===== src/rtl/dzcpu_uop_sequencer_pkg.sv =====
// Shared micro-op definitions for the dzcpu sequencer: flow-control codes,
// the CB-jump body opcode and the sequencer state encodings.
package dzcpu_uop_sequencer_pkg;

    localparam int FLOW_W = 4;

    localparam logic [FLOW_W-1:0] FLOW_OP           = 4'd0;
    localparam logic [FLOW_W-1:0] FLOW_INC          = 4'd1;
    localparam logic [FLOW_W-1:0] FLOW_EOF          = 4'd2;
    localparam logic [FLOW_W-1:0] FLOW_INC_EOF      = 4'd3;
    localparam logic [FLOW_W-1:0] FLOW_EOF_FU       = 4'd4;
    localparam logic [FLOW_W-1:0] FLOW_INC_EOF_FU   = 4'd5;
    localparam logic [FLOW_W-1:0] FLOW_INC_EOF_Z    = 4'd6;
    localparam logic [FLOW_W-1:0] FLOW_INC_EOF_NZ   = 4'd7;
    localparam logic [FLOW_W-1:0] FLOW_UPDATE_FLAGS = 4'd8;
    localparam logic [FLOW_W-1:0] FLOW_NOP          = 4'd9;

    // Op subfield occupies the top five bits of the 9-bit uop body.
    localparam int            OP_LSB  = 4;
    localparam int            OP_W    = 5;
    localparam logic [OP_W-1:0] UOP_JCB = 5'h1F;

    typedef enum logic [1:0] {
        S_WAIT_OP = 2'd0,
        S_EXEC    = 2'd1,
        S_WAIT_CB = 2'd2
    } seq_state_e;

endpackage


===== src/rtl/dzcpu_uop_flow_decode.sv =====
// Combinational decode of a uop flow-control field into sequencing strobes.
module dzcpu_uop_flow_decode
    import dzcpu_uop_sequencer_pkg::*;
(
    input  logic [FLOW_W-1:0] iFlow,
    input  logic              iZeroFlag,
    output logic              oAdvance,
    output logic              oEof,
    output logic              oIncPc,
    output logic              oFlagsUpdate
);

    always_comb begin
        oAdvance     = 1'b0;
        oEof         = 1'b0;
        oIncPc       = 1'b0;
        oFlagsUpdate = 1'b0;
        case (iFlow)
            FLOW_OP, FLOW_NOP: oAdvance = 1'b1;
            FLOW_INC: begin
                oIncPc   = 1'b1;
                oAdvance = 1'b1;
            end
            FLOW_UPDATE_FLAGS: begin
                oFlagsUpdate = 1'b1;
                oAdvance     = 1'b1;
            end
            FLOW_EOF: oEof = 1'b1;
            FLOW_INC_EOF: begin
                oIncPc = 1'b1;
                oEof   = 1'b1;
            end
            FLOW_EOF_FU: begin
                oEof         = 1'b1;
                oFlagsUpdate = 1'b1;
            end
            FLOW_INC_EOF_FU: begin
                oIncPc       = 1'b1;
                oEof         = 1'b1;
                oFlagsUpdate = 1'b1;
            end
            FLOW_INC_EOF_Z: begin
                oIncPc   = 1'b1;
                oEof     = iZeroFlag;
                oAdvance = !iZeroFlag;
            end
            FLOW_INC_EOF_NZ: begin
                oIncPc   = 1'b1;
                oEof     = !iZeroFlag;
                oAdvance = iZeroFlag;
            end
            // Reserved codes end the flow so a corrupt ROM word cannot run away.
            default: oEof = 1'b1;
        endcase
    end

endmodule


===== src/rtl/dzcpu_uop_sequencer.sv =====
// Microcode sequencer: owns the uPC, fetches uops from the ROM, resolves flow
// control (EOF, conditional EOF on Z, CB redirect, interrupt entry).
// Handshake: a uop body is consumed by the datapath in every cycle where
// oUopValid=1; iStall=1 holds the uop and suppresses every strobe.
module dzcpu_uop_sequencer
    import dzcpu_uop_sequencer_pkg::*;
#(
    parameter int         UOP_W        = 13,
    parameter int         FLOW_W       = 4,
    parameter logic [7:0] INT_FLOW_IDX = 8'd172,
    parameter logic [7:0] CB_PREFIX    = 8'hCB
) (
    input  logic                    iClock,
    input  logic                    iReset,
    input  logic [7:0]              iMop,
    input  logic                    iMopValid,
    input  logic [7:0]              iLutIdx,
    input  logic [7:0]              iCbLutIdx,
    output logic [7:0]              oUopAddr,
    input  logic [UOP_W-1:0]        iUop,
    input  logic                    iStall,
    input  logic                    iZeroFlag,
    input  logic                    iIntReq,
    output logic                    oUopValid,
    output logic [UOP_W-FLOW_W-1:0] oUopBody,
    output logic                    oIncPc,
    output logic                    oFlagsUpdate,
    output logic                    oEof,
    output logic                    oIntAck,
    output logic                    oIllegal,
    output logic                    oBusy,
    output logic [1:0]              oDbgState
);

    seq_state_e state_q, state_d;
    logic [7:0] upc_q, upc_d;

    logic dec_advance, dec_eof, dec_inc_pc, dec_flags_update;
    logic is_jcb;
    logic uop_valid, inc_pc, flags_update, eof, int_ack, illegal;

    // CB redirection is driven by the JCB uop, so the raw opcode is not decoded here.
    logic unused_mop;
    assign unused_mop = (iMop == CB_PREFIX);

    assign oUopBody = iUop[UOP_W-FLOW_W-1:0];
    assign is_jcb   = (oUopBody[OP_LSB +: OP_W] == UOP_JCB);

    dzcpu_uop_flow_decode u_flow_decode (
        .iFlow        (iUop[UOP_W-1 -: FLOW_W]),
        .iZeroFlag    (iZeroFlag),
        .oAdvance     (dec_advance),
        .oEof         (dec_eof),
        .oIncPc       (dec_inc_pc),
        .oFlagsUpdate (dec_flags_update)
    );

    always_comb begin
        state_d      = state_q;
        upc_d        = upc_q;
        uop_valid    = 1'b0;
        inc_pc       = 1'b0;
        flags_update = 1'b0;
        eof          = 1'b0;
        int_ack      = 1'b0;
        illegal      = 1'b0;
        case (state_q)
            S_WAIT_OP: begin
                if (iIntReq) begin
                    upc_d   = INT_FLOW_IDX;
                    int_ack = 1'b1;
                    state_d = S_EXEC;
                end else if (iMopValid) begin
                    upc_d   = iLutIdx;
                    state_d = S_EXEC;
                end
            end
            S_EXEC: begin
                if (!iStall) begin
                    uop_valid    = 1'b1;
                    inc_pc       = dec_inc_pc;
                    flags_update = dec_flags_update;
                    // JCB parks the uPC and waits for the CB opcode byte.
                    if (is_jcb) begin
                        state_d = S_WAIT_CB;
                    end else if (dec_eof) begin
                        eof     = 1'b1;
                        state_d = S_WAIT_OP;
                    end else if (dec_advance) begin
                        upc_d = upc_q + 8'd1;
                    end
                end
            end
            S_WAIT_CB: begin
                if (iMopValid) begin
                    if (iCbLutIdx != 8'd0) begin
                        upc_d   = iCbLutIdx;
                        state_d = S_EXEC;
                    end else begin
                        illegal = 1'b1;
                        state_d = S_WAIT_OP;
                    end
                end
            end
            default: state_d = S_WAIT_OP;
        endcase
    end

    always_ff @(posedge iClock) begin
        if (iReset) begin
            state_q <= S_WAIT_OP;
            upc_q   <= 8'd0;
        end else begin
            state_q <= state_d;
            upc_q   <= upc_d;
        end
    end

    // Reset gates every strobe so an abandoned flow emits nothing in the reset cycle.
    assign oUopAddr     = upc_q;
    assign oUopValid    = uop_valid & ~iReset;
    assign oIncPc       = inc_pc & ~iReset;
    assign oFlagsUpdate = flags_update & ~iReset;
    assign oEof         = eof & ~iReset;
    assign oIntAck      = int_ack & ~iReset;
    assign oIllegal     = illegal & ~iReset;
    assign oBusy        = (state_q == S_EXEC) & ~iReset;
    assign oDbgState    = state_q;

endmodule


===== config.mk =====
export PLATFORM = sky130hd
export DESIGN_NAME = dzcpu_uop_sequencer
export DESIGN_NICKNAME = d
export VERILOG_FILES = /design/src/rtl/dzcpu_uop_sequencer_pkg.sv /design/src/rtl/dzcpu_uop_flow_decode.sv /design/src/rtl/dzcpu_uop_sequencer.sv
export SDC_FILE = /design/constraint.sdc
export NUM_CORES = 1
export LEC_CHECK = 0
export ABC_AREA = 1
export BUFFER_PORTS_ARGS = -buffer_cell sky130_fd_sc_hd__buf_2
export CELL_PAD_IN_SITES_DETAIL_PLACEMENT = 0
export CELL_PAD_IN_SITES_GLOBAL_PLACEMENT = 2
export CORE_MARGIN = 2
export CORE_UTILIZATION = 22
export CTS_CLUSTER_DIAMETER = 60
export DETAILED_ROUTE_END_ITERATION = 10
export PLACE_DENSITY = 0.89
export SLEW_MARGIN = 25
export SYNTH_ARGS = -nofsm -noshare
export SYNTH_HDL_FRONTEND = slang
export SYNTH_SLANG_ARGS = --single-unit

===== constraint.sdc =====
create_clock -name iClock -period 3.45 [get_ports iClock]
set_clock_uncertainty 0.05 [all_clocks]
set_input_delay 0.5175 -clock iClock [delete_from_list [all_inputs] [get_ports iClock]]
set_output_delay 0.5175 -clock iClock [all_outputs]
set_load 0.01 [all_outputs]

==> qor.yml, run 1 <==
yosysSeqAreaShare_pct: 16.9
startpoint_type: "flip-flop"
cts_buffer_depth: 2
instances_no_fill: 308
die_area_um2: 5990
syn2layout_area_growth_pct: 26.3
min_to: "oUopAddr[5]"
cts_root_buffer: "clkbuf_8"
grt_max_degree: 14
critPathMaxFanout: 13
grt_pass1_wl_um: 5550
timing.rr.start: "oDbgState[0]"
period_share_pct: 70.6
clkLatencyLatePin_ns: 0.24
syn_avg_cell_area_um2: 6.11
port_buffers: 52
die_h_um: 77.4
slew_violations: 0
use_met1_pct: 15.2
ys_types: 37
grt_usage_pct: 11.6
final_nets: 287
synthesis.nets: 242
p_total_mw: 1.08
finalSetupTns_ns: 0
setup_violations: 0
leakagePower_nw: 0.790
relSlewSlack_pct: 62.9
hold_buffers: 0
wl_per_cell_um: 11.0
vias: 1270
fmax_ghz: 0.411
ys_ff_latch: 10
ir_worst_vdd_v: 0.000275
yosys_warnings: 0
post_cts_resized: 0
hold_viol_final: 0
finalWirelength_um: 3400
first_global_vias: 1203
ff2ff_setup_slack_ns: 1.54
stdcell_area_um2: 1500
powerDensity_nw_per_um2: 720
antenna_found_initial: 0
antenna_cells: 0
hold_start: "iReset"
met3_usage_pct: 3.49
post-route-min-period_ns: 2.44
routabilityCongestion: 0.774
arrival_ns: 1.87
endpoint_kind: "output port"
maxCapViolCount: 0
gr-total-overflow: 0
num_rows: 26
drive_gt1_share_pct: 36.6
start_util_pct: 23.1
critPathKind: "flip-flop to output port"
status: "complete, no violations"
placed_cell_area_um2: 1440
use_met2_pct: 18.8
numPlacedInstances: 304
cts_made_buffers: 3
hp-class: "primary input to flip-flop"
post-route-drc-count: 0
whs_ns: 0.483
required_ns: 2.88
syn_area_um2: 1190
cts_num_sinks: 10
via_per_inst: 4.12
path_clk_slew_ns: 0.06
die_w_um: 77.4
post-cts-setup-buffers: 0
tightest_slew_ns: 0.556
syn_inst: 194
ioPinCount: 69
r2r-end: "oUopAddr[3]"
cts.htree.levels: 1
drtAntennaViolNets: 0
hold_depth: 2
core_region_area_um2: 5140
rsz0062_at_grt: "no"
drtIter0Drc: 25
reg2reg_depth: 9
dpl.hpwl_um: 2790
cts_tree: "built"
gr-max-usage-layer: "met2"
first_pass_iters: 4
[synth_stat cells]
library cell / number / share of area (%)
or2_0: 1 / 0.53
o21ai_0: 4 / 1.7
nand3_1: 13 / 5.5
nand3b_4: 1 / 1.7
nor2_2: 8 / 4.2
and3_1: 1 / 0.53
inv_2: 5 / 1.6
o21ai_2: 1 / 0.74
a22o_1: 1 / 0.74
nor3b_1: 1 / 0.63
nand4_1: 1 / 0.53
or2_1: 1 / 0.53
buf_6: 1 / 0.95
o21bai_1: 1 / 0.63
a21oi_2: 1 / 0.74
buf_4: 10 / 6.3
nand2_2: 5 / 2.6
nand2_4: 1 / 0.95
nor3_2: 1 / 0.84
a21boi_0: 1 / 0.63
ha_1: 5 / 5.3
nor2_1: 27 / 8.5
a21oi_4: 1 / 1.4
nand2_1: 57 / 18
o21ai_4: 1 / 1.4
o21ai_1: 4 / 1.7
dfxtp_1: 10 / 17
buf_2: 1 / 0.42
nor3_1: 1 / 0.42
clkinv_1: 1 / 0.32
nand3_2: 3 / 2.5
nor2_4: 3 / 2.8
nor4_1: 1 / 0.53
a21oi_1: 3 / 1.3
inv_1: 15 / 4.7
a22oi_1: 1 / 0.63
a31oi_1: 1 / 0.53
[cell type report]
cell class | count | area, um^2
clock buffer | 4 | 55.1
fill | 618 | 3640
tap | 70 | 87.6
multi-input combinational | 151 | 816
timing repair buffer | 52 | 260
inverter | 21 | 78.8
sequential | 10 | 200
[per-stage QoR]
step | worst slack, ns | util [%]
6_report | 1.01 | 29.1
5_1_grt | 0.785 | 29.1
4_1_cts | 0.990 | 29.1
3_5_place_dp | 1.27 | 28.1
3_3_place_gp | 1.27 | 28.1
2_1_floorplan | 1.50 | -
[report_power, final]
group	internal [mW]	leakage [nW]	switching [mW]	total (mW)
registers	0.160	0.0829	0.0528	0.213
clock network	0.101	0.0288	0.0557	0.157
logic	0.263	0.678	0.446	0.709
[critical path: stages (launching register included)]
cell,delay [ns]
dfxtp_1,0.35
inv_1,0.09
ha_1,0.51
inv_2,0.16
nor3_2,0.19
o21ai_0,0.12
nor2_1,0.09
buf_2,0.13
[flip-flops by register name, summed over array words and instances (netlist names)]
name,count
oUopAddr,8
oDbgState,2
[kinds of logic after synthesis]
| logic type | synth area share [%] |
|---|---|
| flops | 16.9 |
| compound gates | 12.0 |
| buf+inv | 14.3 |
| fa+ha+maj | 5.27 |
| simple gates | 51.5 |
[worst max path at each step]
stage               cells past startpoint         start  slack [ns]  endpoint
floorplan                               6  oDbgState[0]        1.50    oIncPc
global placement                        7  oDbgState[1]        1.27    oIncPc
detailed placement                      7  oDbgState[1]        1.27    oIncPc
CTS                                     7  oDbgState[1]        0.99    oIncPc
global route                            7  oDbgState[1]        0.79    oIncPc
finish                                  7  oDbgState[1]        1.01    oIncPc
[layer usage]
metal,wire [um],vias to the layer above
met5,0,-
met4,10,0
met3,205,2
met2,1540,31
met1,1640,542
li1,-,695
[layout by cell type, fill, tap and decap left out, types with 3 or more instances in the layout]
| cell type | count |
|---|---|
| nand2_2 | 5 |
| nand3_2 | 3 |
| o21ai_0 | 4 |
| ha_1 | 5 |
| nand2_1 | 57 |
| dfxtp_1 | 10 |
| nor2_2 | 8 |
| buf_2 | 52 |
| o21ai_1 | 4 |
| nor2_1 | 27 |
| nand3_1 | 13 |
| inv_2 | 5 |
| nor2_4 | 3 |
| a21oi_1 | 3 |
| inv_1 | 15 |
| clkbuf_8 | 4 |
(Power assumes the default switching activity.)
==> inputs of run 2 (changes only) <==
--- a/config.mk
+++ b/config.mk
@@ -5,15 +5,15 @@
 export SDC_FILE = /design/constraint.sdc
 export NUM_CORES = 1
 export LEC_CHECK = 0
-export ABC_AREA = 1
+export ABC_AREA = 0
 export BUFFER_PORTS_ARGS = -buffer_cell sky130_fd_sc_hd__buf_2
 export CELL_PAD_IN_SITES_DETAIL_PLACEMENT = 0
 export CELL_PAD_IN_SITES_GLOBAL_PLACEMENT = 2
 export CORE_MARGIN = 2
-export CORE_UTILIZATION = 22
+export CORE_UTILIZATION = 20
 export CTS_CLUSTER_DIAMETER = 60
 export DETAILED_ROUTE_END_ITERATION = 10
-export PLACE_DENSITY = 0.89
+export PLACE_DENSITY = 0.84
 export SLEW_MARGIN = 25
 export SYNTH_ARGS = -nofsm -noshare
 export SYNTH_HDL_FRONTEND = slang
==> constraint.sdc (replaced) <==
create_clock -name iClock -period 2.42 [get_ports iClock]
set_clock_uncertainty 0.05 [all_clocks]
set_input_delay 0.363 -clock iClock [delete_from_list [all_inputs] [get_ports iClock]]
set_output_delay 0.363 -clock iClock [all_outputs]
set_load 0.01 [all_outputs]
==> run 2 against run 1 <==
  * Area after synthesis down 16%
  * Power down 27%
  * Cell area down 11%
  * Die area down 7.1%
  * Critical path depth down 1
  * Critical path type unchanged
  * Largest cell class unchanged
  * Largest power group unchanged
==> qor.yml, run 2 <==
p_seq_share_pct: 30.4  # +11 points
grt_pass1_wl_um: 5310  # -4.2%
post-route-min-period_ns: 2.22
final_common_cell: "buf_2"
syn_inst: 135  # -30%
stdcell_area_um2: 1340  # -11%
clkPwrFrac_pct: 28.1  # +14 points
start_util_pct: 21.0  # -2.1 points
syn2layout_area_growth_pct: 33.9
instances_no_fill: 246  # -20%
hp-class: "primary input to flip-flop"
startpoint: "oDbgState[1]"
finalWirelength_um: 3330  # -1.9%
grt_usage_pct: 12.6  # +0.98 points
leakagePower_nw: 0.600  # -24%
yosys_warnings: 0  # unchanged
relSlewSlack_pct: 67.4  # +4.4 points
multiInputGateArea_um2: 693  # -15%
syn_avg_cell_area_um2: 7.39  # +21%
fillers: 570  # -7.8%
wl_per_cell_um: 13.6  # +23%
post-synth-top-area-cell: "dfxtp_1"
synth_area_leaders: "dfxtp_1 (20%), buf_4 (6.8%), ha_1 (6.3%), nand2_1 (5.3%), a21oi_1 (5.0%)"
routabilityCongestion: 0.811  # +4.8%
die_h_um: 74.6  # -3.6%
required_ns: 2.01  # -0.87 ns
gr-total-overflow: 0  # unchanged
endpoint_kind: "output port"
hold_buffers: 0  # unchanged
path_clk_slew_ns: 0.06  # about the same
post-route-drc-count: 0  # unchanged
arrival_ns: 1.81  # -0.06 ns
whs_ns: 0.435  # -0.0486 ns
dp_slack_ns: 0.234  # -1.04 ns
min_to: "oUopAddr[5]"
port_buffers: 52  # unchanged
slew_violations: 0  # unchanged
via_per_inst: 4.67  # +13%
numPlacedInstances: 242  # -20%
die_w_um: 74.6  # -3.6%
first_pass_iters: 4  # unchanged
antenna_cells: 0  # unchanged
cts_buffer_depth: 2  # unchanged
p_sw_mw: 0.303  # -45%
rsz0062_at_grt: "no"
drive_gt1_share_pct: 40.2  # +3.7 points
vias: 1149  # -9.5%
critPathMaxFanout: 9  # -4
cts_root_buffer: "clkbuf_8"
ys_types: 46  # +24%
cts_tree: "built"
period_share_pct: 91.8
yosysSeqAreaShare_pct: 20.1  # +3.2 points
ys_ff_latch: 10  # unchanged
cts.htree.levels: 1  # unchanged
clkLatencyLatePin_ns: 0.24  # about the same
cts_num_sinks: 10  # unchanged
reg2reg_depth: 7  # -2
cts_made_buffers: 3  # unchanged
critPathKind: "flip-flop to output port"
drtIter0Drc: 56  # +120%
placed_cell_area_um2: 1260  # -13%
status: "complete, no violations"
yosysTopAreaCellShare_pct: 20.1  # +2.0 points
num_rows: 25  # -3.8%
drtAntennaViolNets: 0  # unchanged
synth_edf_count: 0  # unchanged
ff2ff_setup_slack_ns: 0.36  # -1.18 ns
final_nets: 228  # -21%
first_global_vias: 1111  # -7.6%
utilization_pct: 28.1  # -1.1 points
ioPinCount: 69  # unchanged
startpoint_type: "flip-flop"
syn_area_um2: 997  # -16%
worst_slack_ns: 0.200  # -0.815 ns
setup_violations: 0  # unchanged
tightest_slew_ns: 0.485  # -0.0707 ns
hold_depth: 3  # +1
die_area_um2: 5570  # -7.1%
largest_register_ffs: 8  # unchanged
p_int_mw: 0.480  # -8.4%
synthesis.nets: 183  # -24%
r2r-end: "oUopAddr[6]"
power_frac_comb_pct: 41.5  # -24 points
synth_most_common_cell: "nand2_1"
ir_worst_vdd_v: 0.000162  # -41%
p_total_mw: 0.783  # -27%
timing.rr.start: "oDbgState[1]"
fmax_ghz: 0.450
seqCellArea_um2: 201  # +0.62%
antenna_found_initial: 0  # unchanged
powerDensity_nw_per_um2: 586  # -19%
mostFrequentLayoutCells: "buf_2 (52), nand2_1 (14), a21oi_1 (10)"
synth_commonest_cells: "nand2_1 (14), a21oi_1 (10), dfxtp_1 (10), buf_4 (9), nor2_1 (8)"
hold_viol_final: 0  # unchanged
maxCapViolCount: 0  # unchanged
dpl.hpwl_um: 2640  # -5.5%
hold_start: "iLutIdx[5]"
core_region_area_um2: 4750  # -7.5%
ys.flop_type: "dfxtp_1"
grt_max_degree: 15  # +1
swShare_pct: 38.8  # -13 points
async_flop_share_pct: 0  # unchanged
finalSetupTns_ns: 0  # unchanged
-- run 2: cell count changes after synthesis, moves of 4 or more --
cell	previous run	this run
a211oi_1	0	5
a21oi_1	3	10
inv_1	15	6
inv_2	5	1
nand2_1	57	14
nand2_2	5	0
nand3_1	13	6
nor2_1	27	8
nor2_2	8	1
o21ai_1	4	0
-- run 2: repair_timing --
item,in CTS,in global routing
buffers inserted,0,0
pin swaps,0,0
hold endpoints to repair,0,0
endpoints found under the setup margin,1,1
resized for setup,1,3
-- run 2: kinds of logic (layout without fill, tap and decap cells) --
logic type	count (synthesis)	count (layout)	share of synthesized area, %
AND/OR/NAND/NOR	52	52	27.7
AO/OA/AOI/OAI	43	43	30.0
buffers and inverters	21	65	12.3
flip-flops	10	10	20.1
adder cells (fa/ha/maj)	5	5	6.27
XOR/XNOR	3	3	2.64
multiplexers	1	1	1.00
-- run 2: critical path: stages, from the launching register on --
cell and delay (ns):
dfxtp_1 0.35, inv_1 0.12, ha_4 0.20, inv_2 0.10, or3_1 0.44, a311oi_2 0.19
buf_2 0.17
-- run 2: how the worst max path moves through the flow --
stage | slack (ns) | to
finish | 0.20 | oEof
detailed placement | 0.23 | oEof
global route | 0.07 | oEof
CTS | 0.09 | oEof
floorplan | 0.39 | oEof
global placement | 0.25 | oEof
-- run 2: cell type report --
cell class,instances,area share [%]
clock buffers,4,4.12
inverters,7,1.97
multi-input cells,104,51.9
flip-flops and latches,10,15.1
well taps,67,6.28
repair buffers,54,20.6
-- run 2: power by group through the flow --
stage                     clock network (mW)  registers [mW]  logic, mW
final                                  0.220           0.238      0.325
after CTS                              0.226           0.236      0.322
after floorplan                            0           0.243      0.209
after detailed placement                   0           0.239      0.319
after global placement                     0           0.239      0.322
after global routing                   0.233           0.244      0.366
-- run 2: metal layers --
metal / up-vias / track usage (%) / routed length [um]
met5: - / 0 / 0
met2: 26 / 20.1 / 1560
li1: 586 / - / -
met3: 2 / 4.95 / 232
met1: 535 / 16.7 / 1540
met4: 0 / 1.39 / 7
==> inputs of run 3 (changes only) <==
--- a/config.mk
+++ b/config.mk
@@ -7,13 +7,11 @@
 export LEC_CHECK = 0
 export ABC_AREA = 0
 export BUFFER_PORTS_ARGS = -buffer_cell sky130_fd_sc_hd__buf_2
-export CELL_PAD_IN_SITES_DETAIL_PLACEMENT = 0
-export CELL_PAD_IN_SITES_GLOBAL_PLACEMENT = 2
 export CORE_MARGIN = 2
-export CORE_UTILIZATION = 20
+export CORE_UTILIZATION = 41
 export CTS_CLUSTER_DIAMETER = 60
 export DETAILED_ROUTE_END_ITERATION = 10
-export PLACE_DENSITY = 0.84
+export PLACE_DENSITY = 0.85
 export SLEW_MARGIN = 25
 export SYNTH_ARGS = -nofsm -noshare
 export SYNTH_HDL_FRONTEND = slang
==> run 3 against run 2 <==
  * Clock power decreased by 29%
  * Worst hold slack got worse by 0.056 ns
  * Maximum frequency decreased by 3.5%
  * Worst setup slack got worse by 0.081 ns
  * Register-to-register slack got worse by 0.20 ns
  * Sequential share of layout area increased by 1.0 points
  * Count of clock-buffer cells in the layout unchanged
  * Sequential cell count unchanged
  * Cell area decreased by 6.9%
  * Global-route usage increased by 9.0 points
  * Final cell count decreased by 16%
  * Non-clock buffer count decreased by 1
  * Largest cell class unchanged
  * Largest power group unchanged
==> qor.yml, run 3 (same netlist as run 2, synthesis figures left out) <==
status: "complete, no violations"
required_ns: 2.01  # about the same
swShare_pct: 40.7  # +2.0 points
p_seq_share_pct: 32.7  # +2.3 points
cts.htree.levels: 1  # unchanged
leakagePower_nw: 0.583  # -2.7%
tightest_slew_ns: 0.439  # -0.0465 ns
dpl.hpwl_um: 2410  # -8.8%
clkPwrFrac_pct: 21.9  # -6.2 points
mostFrequentLayoutCells: "buf_2 (52), nand2_1 (14), a21oi_1 (10), dfxtp_1 (10), nor2_1 (8)"
critPathMaxFanout: 6  # -3
die_h_um: 53.3  # -29%
wl_per_cell_um: 15.0  # +11%
ioPinCount: 69  # unchanged
vias: 1252  # +9.0%
relSlewSlack_pct: 70.8  # +3.4 points
gr-max-usage-layer: "met2"
first_pass_iters: 4  # unchanged
finalWirelength_um: 3090  # -7.2%
grt_pass1_wl_um: 4490  # -16%
maxCapViolCount: 0  # unchanged
crit_slowest_cell: "or3_1"
hp-class: "primary input to flip-flop"
cts_root_buffer: "clkbuf_4"
setup_violations: 0  # unchanged
clkLatencyLatePin_ns: 0.28  # +0.04 ns
grt_max_degree: 15  # unchanged
final_nets: 227  # -0.44%
power_frac_comb_pct: 45.4  # +3.9 points
worst_slack_ns: 0.118  # -0.0814 ns
max_stage_delay_ns: 0.44  # about the same
post-route-min-period_ns: 2.30  # +0.0814 ns
port_buffers: 52  # unchanged
use_met2_pct: 38.3  # +18 points
ir_worst_vdd_v: 0.000289  # +79%
endpoint_kind: "output port"
post-route-drc-count: 0  # unchanged
met3_usage_pct: 2.54  # -2.4 points
hold_viol_final: 0  # unchanged
finalSetupTns_ns: 0  # unchanged
first_global_vias: 1085  # -2.3%
slew_violations: 0  # unchanged
p_int_mw: 0.423  # -12%
antenna_cells: 0  # unchanged
dp_slack_ns: 0.292  # +0.0582 ns
drtIter0Drc: 50  # -11%
p_total_mw: 0.713  # -8.9%
grt_usage_pct: 21.5  # +9.0 points
cts_num_sinks: 10  # unchanged
largest_register_ffs: 8  # unchanged
die_area_um2: 2840  # -49%
cts_tree: "built"
via_per_inst: 6.08  # +30%
die_w_um: 53.3  # -29%
period_share_pct: 95.1  # +3.4 points
start_util_pct: 44.2  # +23 points
drive_gt1_share_pct: 38.8  # -1.5 points
routabilityCongestion: 0.920  # +13%
startpoint_type: "flip-flop"
critPathKind: "flip-flop to output port"
path_cells: "inv_1 -> ha_2 -> inv_2 -> or3_1 -> a311oi_1 -> buf_2"
post-cts-setup-buffers: 0  # unchanged
final_common_cell: "buf_2"
num_rows: 17  # -32%
fmax_ghz: 0.434  # -3.5%
antenna_found_initial: 0  # unchanged
arrival_ns: 1.89  # +0.08 ns
drtAntennaViolNets: 0  # unchanged
gr-total-overflow: 0  # unchanged
syn2layout_area_growth_pct: 24.6
cts_made_buffers: 3  # unchanged
rsz0062_at_grt: "no"
powerDensity_nw_per_um2: 574  # -2.1%
p_sw_mw: 0.291  # -4.2%
utilization_pct: 55.1  # +27 points
core_region_area_um2: 2250  # -53%
path_clk_slew_ns: 0.07  # about the same
use_met1_pct: 24.0  # +7.3 points
cts_buffer_depth: 2  # unchanged
## run 3: metal layers
layer | wire (um) | vias up
li1 | - | 581
met1 | 1260 | 565
met2 | 1400 | 89
met3 | 327 | 17
met4 | 105 | 0
met5 | 0 | -
## run 3: path summary, 6_finish.rpt
| kind | cells after the start | startpoint | to | slack (ns) |
|---|---|---|---|---|
| worst max-delay path | 6 | oDbgState[1] | oEof | 0.12 |
| worst min-delay path | 2 | iReset | oDbgState[1] | 0.38 |
| worst min register to register | 2 | oUopAddr[7] | oUopAddr[7] | 0.47 |
| worst max register to register | 7 | oDbgState[0] | oUopAddr[6] | 0.16 |
## run 3: repair_timing
action	in CTS	in global routing
resized for setup	0	1
endpoints found under the setup margin	0	1
hold buffers	0	0
## run 3: power by group through the flow
stage	registers, mW	logic, mW	clock network, mW
2_1_floorplan	0.243	0.209	0
3_3_place_gp	0.234	0.305	0
3_5_place_dp	0.237	0.316	0
4_1_cts	0.233	0.318	0.157
5_1_grt	0.238	0.352	0.165
6_report	0.234	0.324	0.156
## run 3: cell type report
type | instances | area, um^2
Fill cell | 244 | 1010
Timing Repair Buffer | 53 | 268
Inverter | 7 | 26.3
Multi-Input combinational cell | 104 | 677
Tap cell | 28 | 35.0
Clock buffer | 4 | 36.3
Sequential cell | 10 | 200
## run 3: metrics by stage
step	hold slack [ns]	instance area, um^2	std cells
6_report	0.379	1240	206
2_1_floorplan	0.469	997	135
3_3_place_gp	0.452	1200	202
5_1_grt	0.405	1240	206
4_1_cts	0.378	1240	206
3_5_place_dp	0.461	1200	202
## run 3: critical path: cells and delay by family (launching register included)
family          cells  cell delay [ns]
flops               1             0.36
compound gates      1             0.23
fa+ha+maj           1             0.22
simple gates        1             0.44
buf+inv             3             0.35
